[src/rtl/vram_ctrl_pkg.sv]
// vram_ctrl_pkg: shared constants, state type and helpers for the glyph region scheduler
package vram_ctrl_pkg;
  localparam int ROWS = 523;
  localparam int WIDTH = 150;
  localparam int NREG = 4;
  localparam int ROW_W = $clog2(ROWS);
  typedef enum logic [0:0] {IDLE, COPY} sched_state_t;
  typedef logic [3:0] glyph_t;
  function automatic logic [1:0] lowestSet(input logic [3:0] v);
    lowestSet = 2'd0;
    for (int i = 3; i >= 0; i--) if (v[i]) lowestSet = 2'(i);
  endfunction
endpackage

[src/rtl/button_debouncer.sv]
// button_debouncer: 2-FF synchronizer, stable-sample counter and one-cycle press pulse on a debounced 1->0
module button_debouncer #(
  parameter int DEBOUNCE_CYCLES = 250000
) (
  input  logic Clk,
  input  logic Reset,
  input  logic Btn,
  output logic Press
);
  localparam int CW = $clog2(DEBOUNCE_CYCLES + 1);
  localparam logic [CW-1:0] LAST = CW'(DEBOUNCE_CYCLES - 1);
  logic sync1, sync2, level;
  logic [CW-1:0] count;
  always_ff @(posedge Clk or posedge Reset)
    if (Reset) begin
      sync1 <= 1'b1;
      sync2 <= 1'b1;
      level <= 1'b1;
      count <= '0;
      Press <= 1'b0;
    end else begin
      sync1 <= Btn;
      sync2 <= sync1;
      Press <= 1'b0;
      if (sync2 == level) count <= '0;
      else if (count == LAST) begin
        level <= sync2;
        count <= '0;
        Press <= level;
      end else count <= count + CW'(1);
    end
endmodule

[src/rtl/glyph_region_scheduler.sv]
// glyph_region_scheduler: button-driven glyph selection and vblank-gated glyph ROM to region RAM copies
module glyph_region_scheduler #(
  parameter int ROWS = vram_ctrl_pkg::ROWS,
  parameter int WIDTH = vram_ctrl_pkg::WIDTH,
  parameter int NREG = vram_ctrl_pkg::NREG,
  parameter int DEBOUNCE_CYCLES = 250000
) (
  input  logic Clk,
  input  logic Reset,
  input  logic BtnRegion,
  input  logic BtnLetra,
  input  logic VBlank,
  output logic [3:0] RomGlyph,
  output logic [$clog2(ROWS)-1:0] RomRow,
  input  logic [WIDTH-1:0] RomData,
  output logic WrEn,
  output logic [1:0] WrRegion,
  output logic [$clog2(ROWS)-1:0] WrRow,
  output logic [WIDTH-1:0] WrData,
  output logic [1:0] SelRegion,
  output logic [4*NREG-1:0] GlyphCodes,
  output logic Busy
);
  import vram_ctrl_pkg::sched_state_t;
  import vram_ctrl_pkg::glyph_t;
  import vram_ctrl_pkg::lowestSet;
  import vram_ctrl_pkg::IDLE;
  import vram_ctrl_pkg::COPY;
  localparam int RW = $clog2(ROWS);
  localparam int KW = $clog2(ROWS + 1);
  localparam logic [KW-1:0] LAST = KW'(ROWS);
  sched_state_t state;
  logic [KW-1:0] k;
  logic [NREG-1:0] dirty, dirtyNext;
  glyph_t glyphs [NREG];
  logic regionPress, letraPress, start;
  logic [1:0] pick;
  button_debouncer #(.DEBOUNCE_CYCLES(DEBOUNCE_CYCLES)) regionDb (
    .Clk(Clk), .Reset(Reset), .Btn(BtnRegion), .Press(regionPress)
  );
  button_debouncer #(.DEBOUNCE_CYCLES(DEBOUNCE_CYCLES)) letraDb (
    .Clk(Clk), .Reset(Reset), .Btn(BtnLetra), .Press(letraPress)
  );
  for (genvar i = 0; i < NREG; i++) begin : g_codes
    assign GlyphCodes[4*i +: 4] = glyphs[i];
  end
  assign WrData = RomData;
  assign Busy = (state == COPY) | (|dirty);
  // a press landing on the region being started wins, so it gets recopied
  always_comb begin
    pick = lowestSet(4'(dirty));
    start = VBlank && (|dirty) && (state == IDLE || k == LAST);
    dirtyNext = (dirty & ~(start ? NREG'(1) << pick : '0)) | (letraPress ? NREG'(1) << SelRegion : '0);
  end
  always_ff @(posedge Clk or posedge Reset)
    if (Reset) begin
      state <= IDLE;
      k <= '0;
      dirty <= '1;
      SelRegion <= '0;
      for (int i = 0; i < NREG; i++) glyphs[i] <= glyph_t'(i);
      RomGlyph <= '0;
      RomRow <= '0;
      WrEn <= 1'b0;
      WrRegion <= '0;
      WrRow <= '0;
    end else begin
      SelRegion <= SelRegion + 2'(regionPress);
      if (letraPress) glyphs[SelRegion] <= glyphs[SelRegion] + glyph_t'(1);
      dirty <= dirtyNext;
      if (start) begin
        state <= COPY;
        k <= '0;
        WrRegion <= pick;
        RomGlyph <= glyphs[pick];
        RomRow <= '0;
        WrEn <= 1'b0;
      end else if (state == COPY && k == LAST) begin
        state <= IDLE;
        WrEn <= 1'b0;
      end else if (state == COPY) begin
        // ROM data for row k-1 arrives now, so the write trails the address by one cycle
        WrEn <= 1'b1;
        WrRow <= RW'(k);
        k <= k + KW'(1);
        if (k < LAST - KW'(1)) RomRow <= RomRow + RW'(1);
      end
    end
endmodule

[config.mk]
export PLATFORM = sky130hd
export DESIGN_NAME = glyph_region_scheduler
export DESIGN_NICKNAME = d
export VERILOG_FILES = /design/src/rtl/vram_ctrl_pkg.sv /design/src/rtl/button_debouncer.sv /design/src/rtl/glyph_region_scheduler.sv
export SDC_FILE = /design/constraint.sdc
export NUM_CORES = 1
export LEC_CHECK = 0
export CAP_MARGIN = 20
export CELL_PAD_IN_SITES_DETAIL_PLACEMENT = 1
export CELL_PAD_IN_SITES_GLOBAL_PLACEMENT = 1
export CORE_ASPECT_RATIO = 0.9
export CORE_MARGIN = 2
export CORE_UTILIZATION = 30
export CTS_CLUSTER_SIZE = 12
export DETAILED_ROUTE_END_ITERATION = 7
export GPL_TIMING_DRIVEN = 0
export PLACE_DENSITY = 0.89
export SKIP_LAST_GASP = 1
export SLEW_MARGIN = 10
export SYNTH_ARGS = -nofsm -noshare
export SYNTH_HDL_FRONTEND = slang
export SYNTH_SLANG_ARGS = --single-unit
[constraint.sdc]
create_clock -name Clk -period 6.25 [get_ports Clk]
set_input_delay 0.625 -clock Clk [delete_from_list [all_inputs] [get_ports Clk]]
set_output_delay 0.625 -clock Clk [all_outputs]
set_load 0.03 [all_outputs]
Word level (Yosys, flattened, before mapping)
Index checks and enable logic that the tools add are counted.
{"block": "word_totals", "memories": 0, "romBits": 0, "output_inout_bits": 196, "wordCells": 102, "ram_bits": 0, "latch_bits": 0, "in_bits": 155, "regBits": 104}
{"block": "classes", "reduce_logical": 15, "mux": 35, "mul": 0, "bitwise_logic": 11, "shifts": 2, "magnitude_cmp": 4, "n_addsub": 6, "n_eq_ne": 6, "n_div": 0}
{"cell": "2-to-1 mux 18 bit", "n": 4}
{"cell": "2-to-1 mux 10 bit", "n": 7}
{"cell": "adder 18 x 1 -> 18 bit (second input constant)", "n": 2}
{"cell": "== test 18 bit (second input constant)", "n": 2}
{"cell": "2-to-1 mux 4 bit", "n": 7}
{"cell": "adder 10 x 1 -> 10 bit (second input constant)", "n": 2}
{"cell": "binary-select mux 4 bit (select 2 bit)", "n": 2}
{"cell": "bitwise mux 16 bit", "n": 1}
{"cell": "== test 10 bit (second input constant)", "n": 1}
{"cell": "< comparator 10 bit (second input constant)", "n": 1}
{"cell": "2-to-1 mux 1 bit", "n": 9}
{"cell": "demux 4 bit (select 2 bit)", "n": 1}
{"cell": "2-to-1 mux 2 bit", "n": 4}
{"cell": "left shift 1 x 2 -> 4 bit (first input constant)", "n": 2}
{"cell": "greater-or-equal comparator 3 bit (second input constant)", "n": 2}
{"cell": "NOT 2 -> 3 bit", "n": 2}
{"cell": "AND reduction 2 bit", "n": 3}
{"cell": "AND reduction 3 bit", "n": 2}
{"cell": "nonzero test 2 bit", "n": 3}
{"cell": "NOT 1 bit", "n": 5}
{"cell": "adder 4 x 1 -> 4 bit (second input constant)", "n": 1}
{"cell": "bitwise AND 4 bit", "n": 1}
{"cell": "logical AND 1 bit", "n": 4}
{"cell": "NOT 4 bit", "n": 1}
{"cell": "other kinds (9)", "n": 10}

Depth between registers and ports, before layout
{"block": "logic_depth", "word_depth": 9, "depth_mapped": 7}

Cells and area by module
From an unflattened synthesis, not the netlist that was laid out.
{"block": "unflattened", "hier_cells": 639, "area_unflattened_um2": 6168.4}
{"module": "glyph_region_scheduler", "cells_per_inst": 440, "instances": 1, "area_each_um2": 4047.6, "seq_area_each_um2": 1511.4}
{"module": "button_debouncer (regionDb)", "cells_per_inst": 100, "instances": 1, "area_each_um2": 1069.8, "seq_area_each_um2": 554.3}
{"module": "button_debouncer (letraDb)", "cells_per_inst": 99, "instances": 1, "area_each_um2": 1051.0, "seq_area_each_um2": 554.3}

Least setup slack after synthesis
OpenSTA, ideal clock, no wires.
{"block": "synth_timing", "path_kind": "flip-flop to flip-flop", "from": "register SelRegion[1]", "to": "register glyphs, in the netlist GlyphCodes[1]", "n_path_buf": 1, "arrival_time_ns": 1.978, "setup_slack_ns": 4.147, "path_stages_with_launch": 5, "setup_time_ns": 0.125, "path_cell_list": "dfrtp_1 clkbuf_1 mux4_2 ha_1 mux2_2"}
{"block": "synth_between", "elab_chain_len": 6}
{"element": "from (decl)", "line_no": "glyph_region_scheduler.sv:20", "rtl": "output logic [1:0] SelRegion,"}
{"element": "from (signal assigned)", "line_no": "glyph_region_scheduler.sv:68", "rtl": "SelRegion <= SelRegion + 2'(regionPress);"}
{"element": "NOT 2 -> 3 bit (implied by the code) (*)", "line_no": "glyph_region_scheduler.sv:69", "rtl": "if (letraPress) glyphs[SelRegion] <= glyphs[SelRegion] + glyph_t'(1);"}
{"element": "binary-select mux 4 bit (select 2 bit) (tied with other cells)", "line_no": "glyph_region_scheduler.sv:69"}
{"element": "2-to-1 mux 4 bit (implied by the code) or logical AND 1 bit (tied branches)", "line_no": "glyph_region_scheduler.sv:69"}
{"element": "2-to-1 mux 4 bit (implied by the code)", "line_no": "glyph_region_scheduler.sv:69"}
{"element": "adder 4 x 1 -> 4 bit or demux 4 bit (select 2 bit) (tied branches)", "line_no": "glyph_region_scheduler.sv:69"}
{"element": "bitwise mux 16 bit (*)", "line_no": "glyph_region_scheduler.sv:69"}
{"element": "to (signal, indexed assignment)", "line_no": "glyph_region_scheduler.sv:69"}
{"element": "to (decl)", "line_no": "glyph_region_scheduler.sv:35", "rtl": "glyph_t glyphs [NREG];"}
Mark *: on every way between the ends. The rest lies on a longest branch, timed or not. The select of a mux whose other input is x is not followed.
A chain may end at the register's enable or synchronous reset.

Final worst setup path
{"block": "layout_timing", "from": "register dirty[0]", "to": "output Busy"}
{"block": "layout_between", "elab_chain_len": 2}
{"element": "from (decl)", "line_no": "glyph_region_scheduler.sv:34", "rtl": "logic [NREG-1:0] dirty, dirtyNext;"}
{"element": "from (signal assigned)", "line_no": "glyph_region_scheduler.sv:70", "rtl": "dirty <= dirtyNext;"}
{"element": "OR reduction 4 bit", "line_no": "glyph_region_scheduler.sv:48", "rtl": "assign Busy = (state == COPY) | (|dirty);"}
{"element": "OR 1 bit", "line_no": "glyph_region_scheduler.sv:48"}
{"element": "to (decl)", "line_no": "glyph_region_scheduler.sv:22", "rtl": "output logic Busy"}
No other way between the ends.

==> key figures <==
Logic synthesis
  – Yosys Warn Count: 0
  – Sequential fraction of the synthesis area: 43.3%
  – Syn Inst Count: 630
  – Synth Register Bits: 104
  – Main synth FF type: dfrtp_1
  – Async S/R FF share, synth: 100%
  – Mapped Avg Cell Area: 9.60 sq um
  – Cell area after synthesis: 6050 sq um
  – Syn Nets: 791
  – Number of flops mapped to enable cells by yosys: 0
  – Synth cell types: 48

Final layout
  – Final instance count without filler cells: 1,102
  – Commonest non-fill, non-tap cell in the layout: clkdlybuf4s50_1
  – Area grow syn2layout: 44.4%
  – Final core utilization: a little over two fifths
  – Commonest non-fill, non-tap cells in the layout: 200 x clkdlybuf4s50_1, 150 x buf_4, 90 x dfrtp_1
  – # diodes: 0
  – Final nets: 1,003
  – Share of post-route cells with drive strength above 1: approximately a quarter

CTS
  – Clock slew at reported path FFs: 0.07 ns
  – Root buffer cell: clkbuf_16
  – CTS tree: built
  – H-tree Lvls: 3
  – Hold buffers post-CTS: 0
  – Post-CTS Setup Bufs: 0
  – Clk buf depth: 2
  – Post_cts resized: 0
  – CTS Buf Count: 9
  – CTS Sinks: 104
  – Clock latency on the worst-skew pair: between 0.3 and 0.4 ns

STA
  – Hold slack: roughly 0.36 ns
  – Worst slew pin tran: 0.936 ns
  – Worst Skew: roughly 0.006 ns
  – Setup_tns: 0 ns
  – Final worst path period share: 48.0%
  – Final hold violation count: 0
  – Fmax: 333 MHz
  – Slew Limit Fails: 0
  – Setup-failing EPs final: 0
  – Worst slew margin: between 30% and 40%
  – Unrepaired setup endpoints after global routing: no
  – Fin crit period: between 3 and 4 ns

Worst setup path
  – CP Capture Type: output port
  – Critical path arrival: 2.38 ns
  – Worst Path Class, Setup: reg -> out
  – CP top delay family: buffers and inverters
  – Buf/Inv on CP: 2
  – Worst setup SP type: flip-flop
  – Worst r2r path cells: 7
  – Worst path cell trace: or2_2, clkbuf_1, or4_1, clkdlybuf4s50_1
  – Crit-path max FO: 8
  – CP max stage delay: 0.63 ns
  – FF-to-FF End: letraDb.count[6]$_DFF_PP0_
  – R2R Path Start: letraDb.count[0]$_DFF_PP0_
  – R2R Setup Slk: ~3.7 ns
  – CP Data Required Time: 5.62 ns
  – Worst path slowest cell: clkdlybuf4s50_1

Floorplan
  – Die H: 139 um
  – I/O pins: 351
  – FP Rows: 49
  – Area of the core: approximately 20,000 sq um
  – Initial Util: 30.5%
  – Die ar.: 21,300 sq um
  – Die Wd: 154 um

Route
  – 1st-pass router iterations: 4
  – Vias: 5,173
  – Initial DRC Count: 192
  – Via density: about 4.7
  – DRC viols: 0
  – Final wirelength: 19.0 mm
  – WL/cell: ~17 um
  – Post-route ant nets: 0

Placement
  – DP Cell Count: 1,086
  – PortBufs: 200
  – GP Congestion: 0.860
  – Dpl hpwl: 15.1 mm

Power
  – Leakage power: 3.80 nW
  – Worst vdd ir: 0.115 mV
  – Pwr dens: around 180 nW/um^2

GRT
  – Initial antenna violation count: 0
  – Vias in the first global route: roughly 5,400
  – First-pass GRT wire length: 30.0 mm
  – Tot GR Track Use: 17.5%
  – Largest net degree at the start of global routing: 79
  – Grt ovf: 0

Hold path
  – Hold Crit Start: letraDb.sync1$_DFF_PP1_
  – Worst min path class: reg -> reg
  – Worst hold endpoint: letraDb.sync2$_DFF_PP1_
  – Cells on Worst Hold Path: 0

Job
  – Max-cap violation count: 0

Run status
  – Status: finished, final reports clean
==> power breakdown <==
| group | total [mW] | switching [mW] | internal [mW] |
|---|---|---|---|
| Combinational | 0.313 | 0.163 | 0.149 |
| Sequential | 0.682 | 0.00400 | 0.678 |
| Clock | 0.619 | 0.255 | 0.364 |
==> registers in the layout (all words and copies together), names as in the netlist, 2 cells and up <==
signal	cells
letraDb.count	18
regionDb.count	18
GlyphCodes	16
RomRow	10
WrRow	10
k	10
RomGlyph	4
dirty	4
SelRegion	2
WrRegion	2
==> worst register-to-register path: stages (launching register included) <==
cell and delay, ns:
dfrtp_1 0.39, ha_1 0.19, and3_1 0.16, clkbuf_1 0.35, nand3_1 0.18, o21ai_1 0.58
clkbuf_1 0.44, nor2_1 0.10
==> stage by stage <==
stage | instance area (sq um) | setup WS [ns] | power [mW]
after floorplan | 6050 | 2.92 | 0.894
after global placement | 8370 | 1.31 | 1.00
after detailed placement | 8400 | 3.65 | 1.01
after CTS | 8730 | 3.24 | 1.64
after global routing | 8730 | 3.19 | 1.67
final | 8730 | 3.25 | 1.61
==> area by class of cell <==
cell class | count | area (sq um)
multi-input combinational | 343 | 2180
inverter | 12 | 50.0
tap | 255 | 319
clock buffer | 10 | 239
buffer | 171 | 1210
timing repair buffer | 201 | 2030
sequential | 104 | 2620
fill | 2266 | 11100
clock inverter | 6 | 91.3
==> per-layer routing <==
layer | wire length [um] | share of wire [%] | track usage [%]
met4 | 245 | 1.3 | 3.67
met5 | 0 | 0 | 0
met1 | 8230 | 43 | 23.0
met2 | 9730 | 51 | 30.2
met3 | 790 | 4.2 | 3.19
==> cell families (layout without fill, tap and decap cells) <==
| family | count (synthesis) | in the layout | synth area share (%) |
|---|---|---|---|
| xor gates and xnor gates | 34 | 34 | 4.92 |
| adders and majority gates | 6 | 6 | 1.24 |
| muxes | 23 | 23 | 4.55 |
| and+or+nand+nor | 202 | 202 | 17.1 |
| AOI/OAI and AO/OA | 78 | 78 | 8.23 |
| DFF | 104 | 104 | 43.3 |
| buffers and inverters | 183 | 400 | 20.7 |
==> synthesized netlist by cell type (2+ instances only) <==
| library cell | count | area share [%] |
|---|---|---|
| o31ai_1 | 5 | 0.62 |
| or4_1 | 10 | 1.2 |
| dfstp_2 | 14 | 6.1 |
| nand2_1 | 59 | 3.7 |
| mux2_2 | 6 | 1.1 |
| a21oi_1 | 14 | 1.2 |
| dfrtp_1 | 90 | 37 |
| nand3_1 | 27 | 2.2 |
| o31a_1 | 2 | 0.29 |
| mux4_2 | 3 | 1.1 |
| nor2_1 | 35 | 2.2 |
| buf_2 | 2 | 0.17 |
| xor2_1 | 15 | 2.2 |
| o211ai_1 | 2 | 0.25 |
| buf_4 | 150 | 19 |
| and4_1 | 5 | 0.72 |
| a31o_2 | 2 | 0.29 |
| xnor2_1 | 19 | 2.8 |
| o221ai_1 | 3 | 0.43 |
| ha_1 | 6 | 1.2 |
| or3_1 | 8 | 0.83 |
| or2_2 | 2 | 0.21 |
| mux2i_1 | 14 | 2.3 |
| and3_1 | 10 | 1.0 |
| nor3b_1 | 3 | 0.37 |
| a21o_1 | 2 | 0.25 |
| nor2b_1 | 3 | 0.31 |
| clkbuf_1 | 19 | 1.2 |
| a221oi_1 | 4 | 0.58 |
| nand3b_1 | 6 | 0.74 |
| o21ai_0 | 34 | 2.8 |
| nand4_1 | 16 | 1.7 |
| nand2b_1 | 5 | 0.52 |
| inv_1 | 12 | 0.74 |
| nor4_1 | 3 | 0.31 |
| nor3_1 | 7 | 0.58 |
| o31ai_2 | 2 | 0.41 |
==> worst max path at each step <==
stage / slack (ns) / from / to / cells past startpoint
2_1_floorplan: 2.92 / Reset / GlyphCodes[0]$_DFFE_PP0P_ / 1
3_3_place_gp: 1.31 / Reset / WrRow[0]$_DFFE_PP0P_ / 2
3_5_place_dp: 3.65 / dirty[0]$_DFF_PP1_ / Busy / 4
4_1_cts: 3.24 / dirty[0]$_DFF_PP1_ / Busy / 4
5_1_grt: 3.19 / dirty[0]$_DFF_PP1_ / Busy / 4
6_report: 3.25 / dirty[0]$_DFF_PP1_ / Busy / 4
No activity file was read; power rests on OpenSTA's default activity.
